$ cat config.mk
export PLATFORM = sky130hd
export DESIGN_NAME = pe_array_ctrl
export DESIGN_NICKNAME = d
export VERILOG_FILES = /design/src/rtl/pe_ctrl_pkg.sv /design/src/rtl/pe_stream_loader.sv /design/src/rtl/pe_array_ctrl.sv
export SDC_FILE = /design/constraint.sdc
export NUM_CORES = 1
export LEC_CHECK = 0
export CORE_MARGIN = 2
export CORE_UTILIZATION = 50
export DETAILED_ROUTE_END_ITERATION = 6
export GPL_TIMING_DRIVEN = 0
export HOLD_SLACK_MARGIN = 0.06
export PLACE_DENSITY = 0.82
export SETUP_SLACK_MARGIN = 0.02
export SYNTH_ARGS = -nofsm -noshare
export SYNTH_HDL_FRONTEND = slang
export SYNTH_SLANG_ARGS = --single-unit
$ cat constraint.sdc
create_clock -name clk -period 5.5 [get_ports clk]
set_input_delay 1.375 -clock clk [delete_from_list [all_inputs] [get_ports clk]]
set_output_delay 1.375 -clock clk [all_outputs]
set_load 0.005 [all_outputs]
$ cat src/rtl/pe_ctrl_pkg.sv
// Shared types and helpers for the PE array sequencer.
package pe_ctrl_pkg;

  localparam int NUM_PE_DEF = 12;
  localparam int DATA_W_DEF = 8;

  typedef enum logic [2:0] {
    ST_IDLE     = 3'd0,
    ST_CLEAR    = 3'd1,
    ST_LOAD_W   = 3'd2,
    ST_LOAD_D   = 3'd3,
    ST_COMPUTE  = 3'd4,
    ST_WAIT_ACC = 3'd5,
    ST_DONE     = 3'd6
  } state_e;

  // One-hot decode of a PE index; callers size-cast to their strobe width.
  function automatic logic [31:0] onehot(input logic [31:0] idx);
    onehot = 32'd1 << idx;
  endfunction

endpackage

$ cat src/rtl/pe_stream_loader.sv
// Valid/ready acceptor that walks a PE index and drives a registered bus
// plus a one-hot capture strobe. A sample accepted in cycle t appears on
// bus/strobe in cycle t+1. last_accept flags the accept that ends the load
// (index NUM_PE-1, or the only accept when single is set).
module pe_stream_loader
  import pe_ctrl_pkg::*;
#(
  parameter int NUM_PE = NUM_PE_DEF,
  parameter int DATA_W = DATA_W_DEF
) (
  input  logic              clk,
  input  logic              rst_n,
  input  logic              clr,
  input  logic              ready,
  input  logic              valid,
  input  logic [DATA_W-1:0] data,
  input  logic              single,
  output logic [DATA_W-1:0] bus,
  output logic [NUM_PE-1:0] strobe,
  output logic              last_accept
);

  localparam int IDX_W = (NUM_PE > 1) ? $clog2(NUM_PE) : 1;

  logic [IDX_W-1:0]  idx_q, idx_d;
  logic [DATA_W-1:0] bus_q, bus_d;
  logic [NUM_PE-1:0] strobe_q, strobe_d;
  logic              accept;

  // Accept logic: strobe only on a handshake, index holds through stalls.
  always_comb begin
    accept      = ready & valid;
    idx_d       = idx_q;
    bus_d       = bus_q;
    strobe_d    = '0;
    last_accept = 1'b0;
    if (clr) begin
      idx_d = '0;
    end else if (accept) begin
      bus_d       = data;
      strobe_d    = NUM_PE'(onehot(32'(idx_q)));
      last_accept = single || (idx_q == IDX_W'(NUM_PE - 1));
      idx_d       = last_accept ? '0 : idx_q + 1'b1;
    end
  end

  // Index, bus and strobe registers.
  always_ff @(posedge clk or negedge rst_n) begin
    if (!rst_n) begin
      idx_q    <= '0;
      bus_q    <= '0;
      strobe_q <= '0;
    end else begin
      idx_q    <= idx_d;
      bus_q    <= bus_d;
      strobe_q <= strobe_d;
    end
  end

  assign bus    = bus_q;
  assign strobe = strobe_q;

endmodule

$ cat src/rtl/pe_array_ctrl.sv
// Sequencer for a 12-PE array: clear, load weights, then per window load
// data (full or one-sample slide), fire compute, wait for the accumulator.
// Handshake rule: a sample moves when valid and ready are both high at a
// rising edge; ready is registered and never depends on valid in the same
// cycle, and w_ready/d_ready are only high in their own load state.
module pe_array_ctrl
  import pe_ctrl_pkg::*;
#(
  parameter int NUM_PE  = NUM_PE_DEF,
  parameter int DATA_W  = DATA_W_DEF,
  parameter int ACC_LAT = 2,
  parameter int CNT_W   = 16
) (
  input  logic              clk,
  input  logic              rst_n,
  input  logic              start,
  input  logic [CNT_W-1:0]  num_windows,
  input  logic              slide_mode,
  output logic              busy,
  output logic              done,
  input  logic              w_valid,
  output logic              w_ready,
  input  logic [DATA_W-1:0] w_data,
  input  logic              d_valid,
  output logic              d_ready,
  input  logic [DATA_W-1:0] d_data,
  output logic [DATA_W-1:0] weight_bus,
  output logic [DATA_W-1:0] data_bus,
  output logic [NUM_PE-1:0] pe_rst,
  output logic [NUM_PE-1:0] pe_enable,
  output logic [NUM_PE-1:0] pe_read_weight,
  output logic [NUM_PE-1:0] pe_read_data,
  output logic [NUM_PE-1:0] pe_fwd_en,
  output logic              acc_valid,
  output logic [2:0]        state_dbg
);

  localparam int ACC_W = (ACC_LAT > 1) ? $clog2(ACC_LAT) : 1;
  localparam logic [NUM_PE-1:0] FWD_MASK = {{(NUM_PE-1){1'b1}}, 1'b0};

  state_e            state_q, state_d;
  logic [CNT_W-1:0]  win_rem_q, win_rem_d;
  logic              slide_q, slide_d;
  logic              first_q, first_d;
  logic [ACC_W-1:0]  acc_cnt_q, acc_cnt_d;
  logic              busy_q, busy_d, done_q, done_d;
  logic              w_ready_q, w_ready_d, d_ready_q, d_ready_d;
  logic              acc_valid_q, acc_valid_d;
  logic [NUM_PE-1:0] pe_rst_q, pe_rst_d, pe_enable_q, pe_enable_d;
  logic [NUM_PE-1:0] fwd_q, fwd_d;
  logic              w_last, d_last, slide_win, d_accept;

  assign slide_win = slide_q & ~first_q;
  assign d_accept  = d_valid & d_ready_q;

  pe_stream_loader #(.NUM_PE(NUM_PE), .DATA_W(DATA_W)) u_w_loader (
    .clk(clk), .rst_n(rst_n), .clr(state_q != ST_LOAD_W),
    .ready(w_ready_q), .valid(w_valid), .data(w_data), .single(1'b0),
    .bus(weight_bus), .strobe(pe_read_weight), .last_accept(w_last)
  );

  pe_stream_loader #(.NUM_PE(NUM_PE), .DATA_W(DATA_W)) u_d_loader (
    .clk(clk), .rst_n(rst_n), .clr(state_q != ST_LOAD_D),
    .ready(d_ready_q), .valid(d_valid), .data(d_data), .single(slide_win),
    .bus(data_bus), .strobe(pe_read_data), .last_accept(d_last)
  );

  // Next-state and registered-output decode.
  always_comb begin
    state_d     = state_q;
    win_rem_d   = win_rem_q;
    slide_d     = slide_q;
    first_d     = first_q;
    acc_cnt_d   = acc_cnt_q;
    acc_valid_d = 1'b0;
    fwd_d       = '0;
    case (state_q)
      ST_IDLE: begin
        if (start) begin
          win_rem_d = num_windows;
          slide_d   = slide_mode;
          first_d   = 1'b1;
          state_d   = (num_windows == '0) ? ST_DONE : ST_CLEAR;
        end
      end
      ST_CLEAR:   state_d = ST_LOAD_W;
      ST_LOAD_W:  if (w_last) state_d = ST_LOAD_D;
      ST_LOAD_D: begin
        if (d_accept && slide_win) fwd_d = FWD_MASK;
        if (d_last) state_d = ST_COMPUTE;
      end
      ST_COMPUTE: begin
        acc_cnt_d = ACC_W'(ACC_LAT - 1);
        state_d   = ST_WAIT_ACC;
      end
      ST_WAIT_ACC: begin
        if (acc_cnt_q == '0) begin
          acc_valid_d = 1'b1;
          win_rem_d   = win_rem_q - 1'b1;
          first_d     = 1'b0;
          state_d     = (win_rem_q == CNT_W'(1)) ? ST_DONE : ST_LOAD_D;
        end else begin
          acc_cnt_d = acc_cnt_q - 1'b1;
        end
      end
      ST_DONE:    state_d = ST_IDLE;
      default:    state_d = ST_IDLE;
    endcase
    busy_d      = (state_d != ST_IDLE);
    done_d      = (state_d == ST_DONE);
    w_ready_d   = (state_d == ST_LOAD_W);
    d_ready_d   = (state_d == ST_LOAD_D);
    pe_rst_d    = (state_d == ST_CLEAR) ? '1 : '0;
    // Enable follows the COMPUTE state so it lands after the last data strobe.
    pe_enable_d = (state_q == ST_COMPUTE) ? '1 : '0;
  end

  // State and output registers; PEs held clear while in reset.
  always_ff @(posedge clk or negedge rst_n) begin
    if (!rst_n) begin
      state_q     <= ST_IDLE;
      win_rem_q   <= '0;
      slide_q     <= 1'b0;
      first_q     <= 1'b0;
      acc_cnt_q   <= '0;
      busy_q      <= 1'b0;
      done_q      <= 1'b0;
      w_ready_q   <= 1'b0;
      d_ready_q   <= 1'b0;
      acc_valid_q <= 1'b0;
      pe_rst_q    <= '1;
      pe_enable_q <= '0;
      fwd_q       <= '0;
    end else begin
      state_q     <= state_d;
      win_rem_q   <= win_rem_d;
      slide_q     <= slide_d;
      first_q     <= first_d;
      acc_cnt_q   <= acc_cnt_d;
      busy_q      <= busy_d;
      done_q      <= done_d;
      w_ready_q   <= w_ready_d;
      d_ready_q   <= d_ready_d;
      acc_valid_q <= acc_valid_d;
      pe_rst_q    <= pe_rst_d;
      pe_enable_q <= pe_enable_d;
      fwd_q       <= fwd_d;
    end
  end

  assign busy      = busy_q;
  assign done      = done_q;
  assign w_ready   = w_ready_q;
  assign d_ready   = d_ready_q;
  assign acc_valid = acc_valid_q;
  assign pe_rst    = pe_rst_q;
  assign pe_enable = pe_enable_q;
  assign pe_fwd_en = fwd_q;
  assign state_dbg = state_q;

endmodule
Word level (Yosys, flattened, before mapping)
Index checks and enable logic that the tools add are counted.
{ "op_classes": {"addsub": 4, "muxes": 35, "n_bitwise": 6, "eq_ne": 16, "reduce_logical": 13, "shifts": 2} }
{ "ops": {"columns": ["op", "n"], "rows": [
  ["$mux W12", 8],
  ["$mux W16", 2],
  ["$pmux W16 S2", 1],
  ["$mux W4", 6],
  ["$shl A1 B4 Y12 const A", 2],
  ["$mux W3", 6],
  ["$pmux W3 S6", 1],
  ["$eq A16 B1 Y1 const B", 1],
  ["$logic_not A16 Y1", 1],
  ["$sub A16 B1 Y16 const B", 1],
  ["$eq A3 B2 Y1 const B", 4],
  ["$eq A3 B3 Y1 const B", 3],
  ["$mux W1", 9],
  ["$add A4 B1 Y4 const B", 2],
  ["$eq A4 B4 Y1 const B", 2],
  ["$reduce_bool A2 Y1", 4],
  ["$eq A3 B1 Y1 const B", 2],
  ["$ne A3 B2 Y1 const B", 2],
  ["$reduce_and A2 Y1", 3],
  ["$ne A2 B2 Y1 const B", 2],
  ["$pmux W1 S2", 2],
  ["$and A1 B1 Y1", 3],
  ["$logic_not A3 Y1", 1],
  ["$not A1 Y1", 3],
  ["other kinds (5)", 5]
]} }
{ "word_totals": {"in_bits": 38, "output_inout_bits": 84, "regBits": 111, "word_cells": 95} }

Longest topological paths before layout
{ "logic_depth": {"depth_word": 9, "ltp_mapped": 8, "ltp_nobuf": 8} }

Hierarchy
A second synthesis with hierarchy kept.
{ "hier_totals": {"cells_unflattened": 377, "hier_area_um2": 3938.8} }
{ "by_module_without_submodules": {"columns": ["mod", "cells_per_inst", "n_inst", "area_per_inst_um2", "seq_area_each_um2"], "rows": [
  ["pe_stream_loader", 79, 2, 1012.2, 600.6],
  ["pe_array_ctrl", 219, 1, 1914.3, 752.0]
]} }

Worst setup path before layout
Ideal clock, no wire load.
{ "synth_path": {"path_type": "input to register", "startpoint": "input num_windows[11]", "endpoint": "register done_q, in the netlist done", "stages": 5, "arrival_ns": 2.435, "setup_time_ns": 0.086, "required_time_ns": 5.414, "n_path_buf": 0, "setup_slack_ns": 2.979, "path_cell_list": "nor4_1 -> a41oi_1 -> a211oi_1 -> nand2_1 -> nor3_1"} }
{ "synth_via": {"elab_chain_cells": 5} }
{ "synth_lines": {"columns": ["item", "line_no", "source"], "rows": [
  ["start: declaration", "pe_array_ctrl.sv:17", "input logic [CNT_W-1:0] num_windows,"],
  ["$logic_not A16 Y1", "pe_array_ctrl.sv:83", "state_d = (num_windows == '0) ? ST_DONE : ST_CLEAR;"],
  ["$mux W3", "pe_array_ctrl.sv:83", null],
  ["$mux W3", "pe_array_ctrl.sv:79", "if (start) begin"],
  ["$pmux W3 S6", "pe_array_ctrl.sv:77", "case (state_q)"],
  ["named net state_d[0]", "pe_array_ctrl.sv:41", "state_e state_q, state_d;"],
  ["$eq A3 B3 Y1", "pe_array_ctrl.sv:110", "done_d = (state_d == ST_DONE);"],
  ["named net done_d", "pe_array_ctrl.sv:46", "logic busy_q, busy_d, done_q, done_d;"],
  ["end signal: assignment", "pe_array_ctrl.sv:141", "done_q <= done_d;"],
  ["end: declaration", "pe_array_ctrl.sv:46", null]
]} }
The timed path passes the listed nets, and every way through them passes these cells.
A chain may end at the register's enable or synchronous reset.

Final worst setup path
{ "layout_path": {"startpoint": "input start", "endpoint": "register win_rem_q[1]"} }
{ "layout_via": {"elab_chain_cells": 2} }
{ "layout_lines": {"columns": ["item", "line_no", "source"], "rows": [
  ["start: declaration", "pe_array_ctrl.sv:16", "input logic start,"],
  ["$ne A2 B2 Y1 (no source line)", null, null],
  ["$reduce_and A3 Y1 (no source line)", null, null],
  ["end signal: assignment", "pe_array_ctrl.sv:136", "win_rem_q <= win_rem_d;"],
  ["end: declaration", "pe_array_ctrl.sv:42", "logic [CNT_W-1:0] win_rem_q, win_rem_d;"]
]} }
Every way passes these cells.

==> impl_metrics.json <==
{
  "fin_nets": 585,
  "routed.top_layer": "met4",
  "rsz0062_at_grt": "false",
  "avgSynthCellArea_sq_um": 9.620,
  "num_vias": 3349,
  "post-cts-setup-buffer-count": 0,
  "dp_hpwl_um": 6853,
  "power_frac_seq_pct": 41.7,
  "finalCriticalPeriod_ns": 3.150,
  "drive_gt1_share_pct": 11.36,
  "root_buffer": "clkbuf_8",
  "yosys.area.top_type": "dfrtp_1",
  "combPwrFrac_pct": 31.3,
  "power_density_nw_per_um2": 375.4,
  "synth_edf_count": 0,
  "drc": 0,
  "grt_pass1_vias": 3247,
  "clkTransAtPathRegs_ns": 0.08,
  "p_clk_share_pct": 27.0,
  "synth_seq_area_share_pct": 50.63,
  "finalWeightedCongestion": 0.8593,
  "hold_viol_final": 0,
  "netlist_area_sq_um": 3857,
  "drtIter0Drc": 132,
  "die_area_sq_um": 8434,
  "vias_per_cell": 5.241,
  "detail_route.first_pass.iterations": 4,
  "cts.sinks": 78,
  "synthCells": 401,
  "synth_top_area_share_pct": 49.95,
  "clk_path_buf_depth": 2,
  "pre_cts_ws_ns": 2.042,
  "leakagePower_nw": 2.525,
  "port_buffers": 120,
  "grt_max_degree": 75,
  "skew_ns": 0.008939,
  "hp-class": "register to register",
  "fin_util_pct": 71.89,
  "grt_antenna_before_repair": 0,
  "route.met3.wl_um": 564,
  "vdd_drop_max_mv": 0.2242,
  "cp_max_fo": 10,
  "ios": 122,
  "fmax_mhz": 317.4,
  "ys_ff_latch": 78,
  "drv_cap": 0,
  "setup_ws_ns": 2.350,
  "start_kind": "input pin",
  "yosys_warnings": 0,
  "cp.required_ns": 5.72,
  "clk_latency_ns": 0.35,
  "slew_headroom_pct": 49.75,
  "initial_core_util_pct": 50.71,
  "worstMarginPinSlew_ns": 0.7433,
  "fp.dieH_um": 91.84,
  "core_sq_um": 7607,
  "end_kind": "register",
  "diodes": 0,
  "tritoncts": "done",
  "rows": 32,
  "cts_buffers": 9,
  "ant_nets": 0,
  "hold_buffers": 0,
  "cp.arrival_ns": 3.37,
  "cts_resized": 0,
  "p_int_mw": 1.413,
  "setup-tns-final_ns": 0,
  "syn_to_final_growth_pct": 41.78,
  "path_class": "input pin to register",
  "wl_per_cell_um": 14.64,
  "synth.most_common_cell": "dfrtp_1",
  "grt_pass1_wl_um": 15460,
  "grtUsageTotal_pct": 22.86,
  "finalCritPeriodShare_pct": 57.28,
  "drt-met1-wl_um": 4044,
  "ys.flop_type": "dfrtp_1",
  "die_x_um": 91.84,
  "synth_cell_type_count": 54,
  "synthTopCellsByCount": "77 x dfrtp_1, 73 x nand2_1, 33 x buf_4, 24 x nor2_1, 22 x a21oi_1",
  "synth.area.top_cells": "dfrtp_1 50%, nand2_1 7.1%, buf_4 6.4%",
  "outcome": "finished, final reports clean",
  "globalRouteOverflowTotal": 0,
  "async_flop_share_pct": 100.0,
  "finalMaxSlewViolations": 0,
  "dr_wl_met2_um": 4641,
  "setup_viol": 0,
  "htreeDepth": 3,
  "netSwitchingFraction_pct": 31.18,
  "syn_nets": 453,
  "wirelength_um": 9353,
  "p_switching_uw": 640.1
}
-- logic make-up (layout without fill, tap and decap cells) --
kind of cell | count (synthesis) | after routing | synth area share (%)
xor+xnor | 2 | 2 | 0.4542
flops | 78 | 78 | 50.63
buf+inv | 61 | 197 | 9.244
compound gates | 70 | 70 | 11.29
simple gates | 174 | 174 | 23.48
fa+ha+maj | 14 | 14 | 4.541
other cells | 1 | 1 | 0.09721
mux | 1 | 1 | 0.2595
-- per-stage QoR --
stage	cell area (sq um)	total power, mW	cells	hold slack [ns]
after floorplan	3857	1.165	401	0.4379
after global placement	5186	1.474	623	0.4553
after detailed placement	5211	1.509	624	0.4626
final	5469	2.053	639	0.4778
after global routing	5469	2.187	639	0.5052
after CTS	5469	2.064	639	0.4834
-- power groups by stage --
stage,registers [mW],clock network (mW),logic (mW)
floorplan,0.846,0,0.319
global placement,0.857,0,0.617
detailed placement,0.867,0,0.643
CTS,0.855,0.563,0.646
global route,0.881,0.588,0.718
finish,0.857,0.554,0.642
-- cells in the final DEF, fill, tap and decap left out, types with 2 or more instances in the layout --
cell type,n
bufinv_16,4
o21ai_0,19
nor4_1,6
nor2b_1,4
a22oi_1,6
buf_2,2
clkbuf_8,9
nor3b_1,8
nand3_1,7
o22ai_1,3
clkdlybuf4s50_1,119
o31ai_1,2
ha_1,14
and3_1,18
and3b_1,4
clkbuf_1,15
nor4b_1,2
and2_1,6
nor3_1,7
nand4_1,5
buf_4,34
nand2_1,73
dfrtp_1,77
nor2_1,24
o22a_1,2
a211oi_1,3
inv_1,10
a21oi_1,22
-- area by class of cell --
class / instances / area (sq um)
repair buffers: 121 / 1226
fillers: 572 / 2138
flip-flops and latches: 78 / 1953
plain buffers: 51 / 319.1
clock inverters: 6 / 133.9
inverters: 10 / 37.54
multi-input cells: 262 / 1548
well taps: 102 / 127.6
clock buffers: 9 / 123.9
-- per-layer routing --
| metal | global-route usage, % | up-vias |
|---|---|---|
| li1 | - | 1624 |
| met1 | 30.81 | 1599 |
| met2 | 38.11 | 116 |
| met3 | 3.287 | 10 |
| met4 | 7.836 | 0 |
| met5 | 0 | - |
-- critical path, cell delays in order --
cell and delay (ns):
clkdlybuf4s50_1 0.51, nor4b_1 0.63, a21oi_1 0.19, clkbuf_1 0.31
a211oi_1 0.29, a21oi_1 0.06
-- flip-flops by register name, indices dropped and copies added, names as in the netlist, 3 cells and up --
name,count
u_d_loader.strobe,12
u_d_loader.idx_q,4
u_w_loader.idx_q,4
state_dbg,3
win_rem_q,16
u_d_loader.bus,8
u_w_loader.bus,8
u_w_loader.strobe,12
-- path summary, 6_finish.rpt --
check,start,to,slack (ns),cells past startpoint
worst max-delay path,start,win_rem_q[1],2.35,6
max in group asynchronous,rst_n,pe_rst[10],4.09,2
worst max register to register,state_dbg[0],win_rem_q[1],3.26,6
worst min register to register,u_d_loader.bus[2],u_d_loader.bus[2],0.48,2
min in group asynchronous,rst_n,u_w_loader.strobe[9],0.82,1
worst min-delay path,u_d_loader.bus[2],u_d_loader.bus[2],0.48,2
No activity file was read; power rests on OpenSTA's default activity.
==> edit 1 (same settings) <==
Reset style: synchronous (`rst_n`), changed in 2 clocked blocks.
--- a/src/rtl/pe_stream_loader.sv
+++ b/src/rtl/pe_stream_loader.sv
@@ -46,5 +46,5 @@
 
   // Index, bus and strobe registers.
-  always_ff @(posedge clk or negedge rst_n) begin
+  always_ff @(posedge clk) begin
     if (!rst_n) begin
       idx_q    <= '0;
--- a/src/rtl/pe_array_ctrl.sv
+++ b/src/rtl/pe_array_ctrl.sv
@@ -117,5 +117,5 @@
 
   // State and output registers; PEs held clear while in reset.
-  always_ff @(posedge clk or negedge rst_n) begin
+  always_ff @(posedge clk) begin
     if (!rst_n) begin
       state_q     <= ST_IDLE;
Function: differs if rst_n is asserted again (counterexample within 4 cycles, from zero or initial values and one cycle with rst_n low); with rst_n held inactive, the same outputs for 10 cycles.
==> edit 1 against the original RTL <==
- utilization grew 2.5 points
- sequential cell count unchanged
- largest cell class is now multi-input gates
- synthesized area fell by 7.1%
- via count grew 0.63%
- clock skew grew 0.0035 ns
- highest routed layer unchanged
- first-iteration DRC count rose by 23%
- global-route usage barely moved
- final area fell by 6.5%
- critical endpoint is now win_rem_q[4]
- sequential share of layout area decreased by 5.2 points
- routed wire length shrank 6.1%
- setup slack gained 0.036 ns
Power is not compared: it rests on default switching activity, and its combinational part moved more than twofold at a synthesized area within 25%.
==> edit 1: results <==
status:
  status: "finished clean"
drt:
  met1Wirelength_um: 3593
  wl_met2_um: 4301
  vias: 3370
  drt_pre_antenna_iters: 5
  wl_met3_um: 680
  drt_first_iter_violations: 163
setup_path:
  r2r-start: "state_dbg[0]"
  worstPathArrival_ns: 3.33
  reg2reg_slack_ns: 3.33
layout:
  final-clk-cell-share_pct: 4.064
  final.signal_buffer_count: 170
  clock_buffers: 10
  multi_input_gate_share_of_the_layout_cell_area_pct: 32.56
  post_route_cells_drive_above_1_share_pct: 11.07
  nets: 587
  buffer_area_share_pct: 29.74
  seqCellArea_um2: 1562
hold_path:
  worstHoldStart: "slide_q"
sta:
  worstMarginPinSlew_ns: 0.6906
  fin_worst_skew_ns: 0.01240
logic_synthesis:
  synth_top_flop_cell: "sky130_fd_sc_hd__dfxtp_1"
  seq_area_frac_synth_pct: 43.59
  ys_top_cells_by_count: "sky130_fd_sc_hd__dfxtp_1, sky130_fd_sc_hd__nor2_1, sky130_fd_sc_hd__buf_4"
  synth_compound_area_share_pct: 14.25
  top_cells_by_area_synth: "sky130_fd_sc_hd__dfxtp_1, sky130_fd_sc_hd__buf_4, sky130_fd_sc_hd__nor2_1, sky130_fd_sc_hd__mux2i_1, sky130_fd_sc_hd__and2_1"
  synth_nets: 456
  synth-xor-area-share_pct: 0.4890
  yosys-mux-area-fraction_pct: 4.471
  synth_cell_type_count: 53
  synthArstFlopShare_pct: 0
global_routing:
  grt_usage_pct: 22.91
  first_global_vias: 3151
  global_route_wire_length_before_repair_um: 14080
placement:
  port_buffers: 120
  hpwlAfterDp_um: 6674
  gpl.final_weighted_congestion: 0.9065
==> edit 1: changes by cell type in the layout (fill, tap and decap cells not counted), moves of 5 or more <==
cell                      unedited run  this run
sky130_fd_sc_hd__dfxtp_1             0        78
sky130_fd_sc_hd__dfrtp_1            77         0
sky130_fd_sc_hd__nand2_1            73        32
sky130_fd_sc_hd__nor2_1             24        46
sky130_fd_sc_hd__and2_1              6        24
sky130_fd_sc_hd__and3_1             18         0
sky130_fd_sc_hd__mux2i_1             1        16
sky130_fd_sc_hd__o21ai_0            19        24
==> edit 1: worst paths after layout <==
path,to
worst max-delay path,win_rem_q[4]
worst min-delay path,slide_q
worst max register to register,win_rem_q[4]
worst min register to register,slide_q
==> edit 1: worst max-delay path, stage by stage <==
cell and delay [ns]:
sky130_fd_sc_hd__clkdlybuf4s50_1 0.49, sky130_fd_sc_hd__nor4b_2 0.58, sky130_fd_sc_hd__nor2_1 0.25, sky130_fd_sc_hd__clkbuf_1 0.31, sky130_fd_sc_hd__o21ai_0 0.24, sky130_fd_sc_hd__a21oi_1 0.09
==> edit 1: metal layers <==
layer | up-vias | GRT usage, %
met5 | - | 0
met4 | 0 | 10.61
met3 | 22 | 6.437
met2 | 152 | 37.86
met1 | 1540 | 27.57
li1 | 1656 | -
==> edit 1: through the flow <==
step / hold slack [ns] / area (µm²) / utilization [%] / std cells / setup slack, ns
global route: 0.4849 / 5111 / 74.41 / 638 / 2.232
CTS: 0.4710 / 5111 / 74.41 / 638 / 2.446
finish: 0.4722 / 5111 / 74.41 / 638 / 2.386
global placement: 0.4515 / 4903 / 71.38 / 622 / 2.097
detailed placement: 0.4600 / 4903 / 71.38 / 622 / 2.063
floorplan: 0.4368 / 3582 / - / 406 / 2.812
==> edit 2 (same settings) <==
Without the edit above. Change the package constant `DATA_W_DEF` from 8 to 6.
--- a/src/rtl/pe_ctrl_pkg.sv
+++ b/src/rtl/pe_ctrl_pkg.sv
@@ -3,5 +3,5 @@
 
   localparam int NUM_PE_DEF = 12;
-  localparam int DATA_W_DEF = 8;
+  localparam int DATA_W_DEF = 6;
 
   typedef enum logic [2:0] {
Interface: changed (resized d_data, data_bus, w_data and weight_bus); port bits go from 122 to 114. The function was not compared with the original's and may differ.
==> edit 2 against the original RTL <==
- die area is 4.6% lower
- sequential power is 6.8% lower
- routed wire length is 9.7% lower
- worst hold slack better by 0.0032 ns
- largest cell class unchanged
- sequential cell count is 4 lower
- largest power group unchanged
- total power is 12% lower
- highest routed layer unchanged
- register-to-register slack better by 0.12 ns
- the flow now finishes with violations (DRC)
- setup slack better by 0.16 ns
- synthesized area is 4.8% lower
- final area is 6.9% lower
- combinational power is 3.3% lower
==> edit 2: results <==
sta:
  maxSlewHeadroom_pct: 35.34
  final-hold-violation-count: 0
  fin_worst_skew_ns: 0.01169
global_routing:
  grt_usage_pct: 21.09
  antenna_found_initial: 0
  grt_start_max_net_pins: 75
  global_route_wire_length_before_repair_um: 13940
  first_global_vias: 2900
logic_synthesis:
  synth_nets: 422
  synth_top_flop_cell: "sky130_fd_sc_hd__dfrtp_1"
  synth_adder_area_share_pct: 4.770
  yosys_warnings: 0
  ys_top_cells_by_count: "sky130_fd_sc_hd__dfrtp_1, sky130_fd_sc_hd__nand2_1, sky130_fd_sc_hd__buf_4"
  top_cells_by_area_synth: "sky130_fd_sc_hd__dfrtp_1, sky130_fd_sc_hd__buf_4, sky130_fd_sc_hd__nand2_1, sky130_fd_sc_hd__ha_1, sky130_fd_sc_hd__o21ai_0"
  synthArstFlopShare_pct: 100.0
  synth-xor-area-share_pct: 0.4770
  synth_cell_type_count: 52
  yosys-mux-area-fraction_pct: 0.3066
  seq_area_frac_synth_pct: 50.46
  synth_compound_area_share_pct: 12.30
placement:
  placed_area_um2: 4915
  port_buffers: 112
  hpwlAfterDp_um: 6085
  gpl.final_weighted_congestion: 0.8926
status:
  status: "complete, but fails checks"
  violations_in_the_final_reports: "DRC"
drt:
  drt_pre_antenna_iters: 7
  drc: 10
  routed_wl_um: 8443
  drt-vias-per-instance: 5.178
  drt_first_iter_violations: 225
setup_path:
  cp_max_fo: 12
  worstPathArrival_ns: 1.61
clocking:
  clkLatencyLatePin_ns: 0.35
  cts_made_buffers: 9
  clk_pin_slew_ns: 0.09
  maximum_number_of_buffers_from_clock_root_to_sink: 2
  clock_tree.root_cell: "sky130_fd_sc_hd__clkbuf_8"
  htreeDepth: 3
  number_of_gates_resized_after_cts: 0
  post_cts.repair.setup_buffers: 0
layout:
  diodes: 0
  post_route_cells_drive_above_1_share_pct: 12.75
  nFillCells: 541
  number_of_flip_flops_in_the_largest_register: 16
  registers.top_by_ff_count: "win_rem_q"
  nets: 545
hold_path:
  hold_class: "flip-flop to flip-flop"
power:
  max-vdd-ir-drop_uv: 295.4
  leakage_nw: 2.330
## edit 2: area by class of cell
cell class / instances / area [µm²] / area share, %
tap: 99 / 123.9 / 2.432
sequential: 74 / 1853 / 36.39
timing repair buffer: 112 / 1119 / 21.97
clock inverter: 6 / 50.05 / 0.9828
clock buffer: 10 / 127.6 / 2.506
buffer: 46 / 311.5 / 6.118
multi-input combinational: 241 / 1459 / 28.65
inverter: 13 / 48.80 / 0.9582
## edit 2: cells by family (layout without fill, tap and decap cells)
family,Yosys count,in the layout
other,1,1
XOR/XNOR,2,2
adder cells (fa/ha/maj),14,14
multiplexers,1,1
AO/OA/AOI/OAI,73,73
flip-flops,74,74
AND/OR/NAND/NOR,150,150
buffers and inverters,59,187
## edit 2: through the flow
| step | util [%] | setup slack (ns) | power, mW | cells | hold slack, ns |
|---|---|---|---|---|---|
| 2_1_floorplan | - | 2.929 | 1.116 | 374 | 0.4697 |
| 3_3_place_gp | 68.53 | 0.6150 | 1.399 | 585 | 0.4582 |
| 3_5_place_dp | 68.49 | 2.207 | 1.426 | 585 | 0.4615 |
| 4_1_cts | 70.97 | 2.481 | 1.813 | 601 | 0.4835 |
| 5_1_grt | 70.97 | 2.417 | 1.917 | 601 | 0.5073 |
| 6_report | 70.97 | 2.510 | 1.800 | 601 | 0.4811 |
## edit 2: final timing paths
kind	from	to	slack (ns)	cells after the start
max in group asynchronous	rst_n	win_rem_q[12]	3.78	1
min reg2reg	u_d_loader.bus[2]	u_d_loader.bus[2]	0.48	2
max reg2reg	win_rem_q[0]	win_rem_q[15]	3.38	5
max	pe_rst[10]	pe_rst[8]	2.51	2
min in group asynchronous	rst_n	u_d_loader.strobe[6]	1.14	1
min	u_d_loader.bus[2]	u_d_loader.bus[2]	0.48	2
## edit 2: metal layers
layer	share of wire, %	track usage, %	wire length [µm]	vias up
met5	0	0	0	-
met4	0.81	6.154	68	0
met3	6.5	5.448	552	5
met2	49	34.85	4149	132
met1	44	27.66	3673	1464
li1	-	-	-	1511
## edit 2: critical path, stage by stage (launching register included)
cell and delay (ns):
sky130_fd_sc_hd__dfstp_2 0.64, sky130_fd_sc_hd__buf_4 0.14, sky130_fd_sc_hd__clkdlybuf4s50_1 0.49
## edit 2: report_power, final
part	switching, mW	total, mW	internal [mW]
Clock	0.213	0.381	0.168
Combinational	0.283	0.621	0.338
Sequential	0.126	0.799	0.673
